## src/rtl/split_data.sv

```systemverilog
// split_data: buffers signed 16-bit samples in a small circular FIFO and
// serializes each one as two bytes (MSB first) toward a UART transmitter.
//
// Output handshake: a byte is offered while valid_o=1 and is consumed on a
// rising edge where ready_i=1 as well. Once offered, data_o and valid_o stay
// stable until consumed. ready_i has no effect while valid_o=0.
//
// count_o counts only the samples waiting in the FIFO. The sample being
// serialized lives in the hold register and is not counted. data_o and
// valid_o are registers that take the value the FSM presents in its next
// state, so no input reaches an output without passing through a flop.
module split_data #(
  parameter int WIDTH = 16,
  parameter int DEPTH = 8
) (
  input  logic             clk,
  input  logic             rst,
  input  logic [WIDTH-1:0] data_i,
  input  logic             valid_i,
  output logic [7:0]       data_o,
  output logic             valid_o,
  input  logic             ready_i,
  output logic [3:0]       count_o,
  output logic             overflow_o
);

  localparam logic [3:0] DEPTH_C = 4'(DEPTH);

  typedef enum logic [1:0] {
    IDLE    = 2'd0,
    SEND_HI = 2'd1,
    SEND_LO = 2'd2
  } state_t;

  state_t           state_q, state_d;
  logic [WIDTH-1:0] fifo_mem [DEPTH];
  logic [2:0]       wr_ptr_q, wr_ptr_d;
  logic [2:0]       rd_ptr_q, rd_ptr_d;
  logic [3:0]       count_q, count_d;
  logic [WIDTH-1:0] hold_q, hold_d;
  logic [7:0]       data_q, data_d;
  logic             valid_q, valid_d;
  logic             overflow_q, overflow_d;
  logic [WIDTH-1:0] head;
  logic             wr_en;
  logic             pop;

  assign head = fifo_mem[rd_ptr_q];

  // Write acceptance uses the occupancy at the start of the cycle, so a pop
  // in the same cycle never makes room for the incoming sample.
  always_comb begin
    wr_en      = valid_i && (count_q < DEPTH_C);
    overflow_d = overflow_q || (valid_i && (count_q == DEPTH_C));
  end

  // Serializer FSM: pops the FIFO head into the hold register and presents its high byte, then its low byte.
  always_comb begin
    state_d = state_q;
    hold_d  = hold_q;
    data_d  = data_q;
    valid_d = valid_q;
    pop     = 1'b0;
    case (state_q)
      IDLE: begin
        if (count_q != 4'd0) begin
          pop     = 1'b1;
          hold_d  = head;
          data_d  = head[15:8];
          valid_d = 1'b1;
          state_d = SEND_HI;
        end else begin
          data_d  = 8'h00;
          valid_d = 1'b0;
        end
      end
      SEND_HI: begin
        if (ready_i) begin
          data_d  = hold_q[7:0];
          valid_d = 1'b1;
          state_d = SEND_LO;
        end
      end
      SEND_LO: begin
        if (ready_i) begin
          if (count_q != 4'd0) begin
            // Chain straight into the next sample so no idle cycle appears.
            pop     = 1'b1;
            hold_d  = head;
            data_d  = head[15:8];
            valid_d = 1'b1;
            state_d = SEND_HI;
          end else begin
            data_d  = 8'h00;
            valid_d = 1'b0;
            state_d = IDLE;
          end
        end
      end
      default: begin
        data_d  = 8'h00;
        valid_d = 1'b0;
        state_d = IDLE;
      end
    endcase
  end

  // Pointer and occupancy bookkeeping. The 3-bit pointers wrap 7 to 0.
  always_comb begin
    wr_ptr_d = wr_en ? wr_ptr_q + 3'd1 : wr_ptr_q;
    rd_ptr_d = pop   ? rd_ptr_q + 3'd1 : rd_ptr_q;
    case ({wr_en, pop})
      2'b10:   count_d = count_q + 4'd1;
      2'b01:   count_d = count_q - 4'd1;
      default: count_d = count_q;
    endcase
  end

  // FIFO storage. It needs no reset because occupancy gates every read.
  always_ff @(posedge clk) begin
    if (wr_en) begin
      fifo_mem[wr_ptr_q] <= data_i;
    end
  end

  // State registers. Reset discards the pending byte and all queued samples.
  always_ff @(posedge clk) begin
    if (rst) begin
      state_q    <= IDLE;
      wr_ptr_q   <= 3'd0;
      rd_ptr_q   <= 3'd0;
      count_q    <= 4'd0;
      hold_q     <= '0;
      data_q     <= 8'h00;
      valid_q    <= 1'b0;
      overflow_q <= 1'b0;
    end else begin
      state_q    <= state_d;
      wr_ptr_q   <= wr_ptr_d;
      rd_ptr_q   <= rd_ptr_d;
      count_q    <= count_d;
      hold_q     <= hold_d;
      data_q     <= data_d;
      valid_q    <= valid_d;
      overflow_q <= overflow_d;
    end
  end

  assign data_o     = data_q;
  assign valid_o    = valid_q;
  assign count_o    = count_q;
  assign overflow_o = overflow_q;

endmodule

```

## config.mk

```make
export PLATFORM = sky130hd
export DESIGN_NAME = split_data
export DESIGN_NICKNAME = d
export VERILOG_FILES = /design/src/rtl/split_data.sv
export SDC_FILE = /design/constraint.sdc
export NUM_CORES = 1
export LEC_CHECK = 0
export CORE_MARGIN = 8
export CORE_UTILIZATION = 55
export DETAILED_ROUTE_END_ITERATION = 10
export GPL_TIMING_DRIVEN = 0
export HOLD_SLACK_MARGIN = 0.15
export PLACE_DENSITY = 0.84
export SLEW_MARGIN = 20
export SYNTH_ARGS = -nofsm -noshare
export SYNTH_HDL_FRONTEND = slang
export SYNTH_SLANG_ARGS = --single-unit
```

## constraint.sdc

```tcl
create_clock -name clk -period 5.4 [get_ports clk]
set_input_delay 0.81 -clock clk [delete_from_list [all_inputs] [get_ports clk]]
set_output_delay 0.81 -clock clk [all_outputs]
set_load 0.01 [all_outputs]
```

; ---- After elaboration in Yosys (flattened, before gate mapping)
; Memories as Yosys holds them, arrays and structs flattened. A register that Yosys moved wholly into a read port is not among the register bits.
; Index checks and enable logic that the tools add are counted.
[op_classes]
mux = 23
n_addsub = 4
order_cmp = 1
n_eq_ne = 8
reduce_logical = 10
[ops]
columns = operator, n
row1 = $mux 16, 2
row2 = $pmux 16 s2, 1
row3 = $mux 8, 3
row4 = $pmux 8 s3, 1
row5 = $pmux 4 s2, 1
row6 = $mux 1, 7
row7 = $add 3x1->3 const B, 2
row8 = $mux 2, 3
row9 = $mux 3, 2
row10 = $ne 2x2->1 const B, 3
row11 = $pmux 2 s3, 1
row12 = $add 4x1->4 const B, 1
row13 = $eq 2x1->1 const B, 2
row14 = $eq 2x2->1 const B, 2
row15 = $eq 4x4->1 const B, 1
row16 = $lt 4x4->1 const B, 1
row17 = $reduce_and 2->1, 2
row18 = $reduce_bool 2->1, 2
row19 = $reduce_bool 4->1, 1
row20 = $sub 4x1->4 const B, 1
row21 = $pmux 1 s3, 1
row22 = $reduce_and 3->1, 1
row23 = $logic_and 1x1->1, 2
row24 = $logic_not 2->1, 1
row25 = other kinds (2), 2
[word_totals]
ramBits = 128
elab_cells = 55
inputBits = 20
reg_bits = 38
output_inout_bits = 14
mem_count = 1
[memory_table]
columns = name, words, width, read_ports, rd_clocked_by_memory_dff, wr, line
row1 = fifo_mem, 8, 16, 1, 1, 1, 36  ; logic [WIDTH-1:0] fifo_mem [DEPTH];

; ---- Depth between registers and ports, before layout
[depth]
depth_word = 6
mapped_depth = 11
ltp_nobuf = 9

; ---- Least setup slack after synthesis
; Ideal clock, no wire load.
[synth_path]
path_type = input to register
startpoint = in valid_i
endpoint = mem fifo_mem[0][0] (enable)
path_buffers = 1
cell_stages = 4
arrival_time_ps = 2420
t_required_ps = 4991
slack_ps = 2571
path_cell_list = nor2b_1 clkbuf_1 nand2b_1 nor3_1
[synth_between]
elab_chain_cells = 3
[synth_rtl]
columns = element, line
row1 = from (decl), 19  ; input logic valid_i,
row2 = $logic_and 1x1->1, 53  ; wr_en = valid_i && (count_q < DEPTH_C);
row3 = $mux 1, 121  ; if (wr_en) begin
row4 = $mux 1 (implied by the code), 122  ; fifo_mem[wr_ptr_q] <= data_i;
row5 = to (decl), 36
; Every way passes these cells.

; ---- Final worst setup path
[layout_path]
startpoint = in ready_i
endpoint = reg count_q[2], in the netlist count_o[2]
[layout_between]
elab_chain_cells = 4
[layout_rtl]
columns = element, line
row1 = from (decl), 22  ; input logic ready_i,
row2 = $mux 1 *, 85  ; if (ready_i) begin
row3 = $pmux 1 s2 *, 64  ; case (state_q)
row4 = via pop, 46  ; logic pop;
row5 = $eq 2x1->1 or $eq 2x2->1 (tied branches), 112  ; case ({wr_en, pop})
row6 = $pmux 4 s2 or $reduce_bool 2->1 (tied branches), --
row7 = to (signal assigned), 141  ; count_q <= count_d;
row8 = to (decl), 39  ; logic [3:0] count_q, count_d;
; The timed path passes the listed nets; every way through them passes the cells marked *.
; A chain may end at the register's enable or synchronous reset.

==> out/summary.txt <==
All-Layer GR Usage -> 0.195
Place WS -> 1920 ps
Clock Path Buffers -> 2
flops & latches, synth -> 161
worst hold path class -> flip-flop to flip-flop
largest area contributor in the netlist -> edfxtp_1
Final Setup Violations -> 0
top_reg_cell synth -> edfxtp_1
Die H -> 123 microns
Chip Width -> 123 microns
Vias -> 3,821
hold_buf cts -> 0
Max FO, Critical Path -> 11
Worst Setup Start Kind -> input pin
most frequent cell after synthesis -> edfxtp_1
largest net degree at the start of global routing -> 17
clock skew -> 6.75 ps
H-tree levels -> 4
root buffer cell -> clkbuf_16
Pwr Total -> 3.98 mW
Final nets -> 474
vias in the first global route -> 3,903
drt first-iter violations -> 438
syn_area_per_cell -> 16.4 sq um
Syn Std Cell Area -> 6350 sq um
Reg clk slew, reported paths -> 60 ps
flop-to-flop setup slack -> 2820 ps
first-pass GRT wire length -> 21.6 mm
WP data required -> 5740 ps
period utilization -> 0.578
Setup TNS -> 0 ps
ordered list of cells on the worst path -> clkdlybuf4s50_1, nor2b_1, nor3_1, buf_2, ha_1, xor2_1, ha_1, a21oi_1, xor2_1, or3_1, a21oi_1
list of most frequent post-synthesis cells -> edfxtp_1, mux2i_1, dfxtp_1
Yosys warnings -> 0
final hold violations -> 0
CP endpoint -> count_o[2]
routed vias/inst -> 6.32
detailed placement HPWL -> 8.75 mm
# Post-CTS Setup Buffers -> 0
CP arrival -> 3470 ps
Port Buf Inserts -> 33
CP delay by family, top -> buffers and inverters
Layout Cells excl Fill -> 605
Post-Route WL -> 14.0 mm
worst-margin pin slew -> 1030 ps
Slew Limit Fails -> 0
syn_nets -> 412
CTS buffer count -> 17
Setup crit end kind -> flip-flop
number of diodes -> 0
MaxCap Viol Count -> 0
top-area cell type share of the netlist area -> 0.606
Async SR Flop Fraction -> 0
initial antenna violation count -> 0
Post-synth EDFFs -> 128
RSZ-0062 raised after global routing -> no
P&R area growth vs syn -> 20.1%
f_max -> 0.320 GHz
cells after synthesis -> 387
WL/cell -> 23.2 microns
Core Area -> 11,300 sq um
antenna-violating nets left -> 0
drt pass-1 iters -> 5
Worst IR Drop VDD -> 0.290 mV
highest-delay cell along the critical path -> clkdlybuf4s50_1
post-layout minimum cycle time -> 3120 ps
share of cells above drive strength 1 -> 0.190
status -> finished, final reports clean
CP Depth -> 11
critical path's largest stage delay -> 640 ps
headroom to the max-slew limit -> 0.309
CTS tree -> built
Starting Density -> 0.561
pwr dens -> 522 nW/um^2
die area -> 15,200 sq um
Setup CP Type -> input pin to flip-flop
CTS sink cnt -> 161
io pins -> 34
GPL Wtd Cong -> 0.831
Post-CTS Resized -> 0
r2r worst-path depth -> 10
RR Startpoint -> count_o[0]
Final Cell Area -> 7620 sq um
Layout fillers -> 705
Final Worst Setup Slack -> 2280 ps
Placed Instances -> 573
post-synthesis sequential area ratio -> 0.710
row cnt -> 39
Worst Setup SP -> ready_i
worst r2r dst -> count_o[2]
placed cell area -> 7000 sq um
Synth area leaders -> edfxtp_1, dfxtp_1, mux2i_1, mux4_2, a22oi_1
crit path buf inv count -> 2
Static Leak -> 2.53 nW
DRC Markers -> 0
total grt overflow -> 0
clock latency on the worst-skew pair -> 420 ps
Synth cell types -> 40
sequential cells by signal, summed over array words and instances (netlist names), named ones only:
signal,count
fifo_mem,128
state_q,2
valid_o,1
wr_ptr_q,3
data_o,8
hold_q,8
overflow_o,1
count_o,4
rd_ptr_q,3
stage by stage:
| stage | utilization | hold slack [ps] |
|---|---|---|
| after floorplan | - | 465 |
| after global placement | 0.606 | 445 |
| after detailed placement | 0.618 | 465 |
| after CTS | 0.674 | 481 |
| after global routing | 0.674 | 504 |
| final | 0.674 | 478 |
worst register-to-register path, cell delays in order, from the launching register on:
cell and delay, ps:
dfxtp_1 530, nor4_4 100, nor3_1 270, buf_2 320, ha_1 300, xor2_1 170
ha_1 160, a21oi_1 50, xor2_1 150, or3_1 310, a21oi_1 140
worst min-delay path by stage:
stage | slack, ps | depth (start not counted) | endpoint | startpoint
global route | 500 | 2 | overflow_o | overflow_o
floorplan | 470 | 2 | hold_q[0] | hold_q[0]
finish | 480 | 2 | overflow_o | overflow_o
detailed placement | 460 | 2 | overflow_o | overflow_o
global placement | 440 | 2 | overflow_o | overflow_o
CTS | 480 | 2 | overflow_o | overflow_o
final cells by class:
type                    instances  area [sq um]  share of cell area
flip-flops and latches        161          4500               0.591
multi-input cells             203          1750               0.229
repair buffers                 43           450              0.0591
clock buffers                  19           433              0.0568
clock inverters                13           191              0.0251
well taps                     143           179              0.0235
plain buffers                  20           106              0.0139
inverters                       3          11.3             0.00148
report_power, final:
group / leakage [nW] / total, mW / internal (mW) / switching, mW
Clock: 0.299 / 1.26 / 0.812 / 0.451
Sequential: 1.43 / 1.61 / 1.49 / 0.112
Combinational: 0.799 / 1.11 / 0.506 / 0.602
metal layers:
layer / share of wire / vias up / track usage
li1: - / 1646 / -
met1: 0.39 / 1880 / 0.237
met2: 0.47 / 247 / 0.311
met3: 0.096 / 48 / 0.0493
met4: 0.040 / 0 / 0.118
met5: 0 / - / 0
cells in the final DEF, fill, tap and decap left out, types with 4 or more instances in the layout:
cell type	instances
nand2b_1	4
ha_1	5
mux4_2	16
clkbuf_1	9
mux2i_1	36
buf_6	5
nor2b_1	7
dfxtp_1	33
nand2_1	6
buf_8	4
a22oi_1	16
bufinv_16	5
o22ai_1	7
nor2_2	6
o21ai_0	11
clkinv_1	4
nand3_1	10
a32oi_1	7
nor2_1	23
xor2_1	5
mux2_2	8
clkbuf_16	17
buf_2	7
buf_4	6
a21oi_1	5
nor3_1	10
clkdlybuf4s50_1	33
edfxtp_1	128
logic make-up after synthesis:
logic type | synth area share
adders and majority gates | 0.00986
AOI/OAI and AO/OA | 0.0544
muxes | 0.128
DFF | 0.710
buffers and inverters | 0.0185
xor gates and xnor gates | 0.00966
and+or+nand+nor | 0.0700
(Power assumes the default switching activity.)
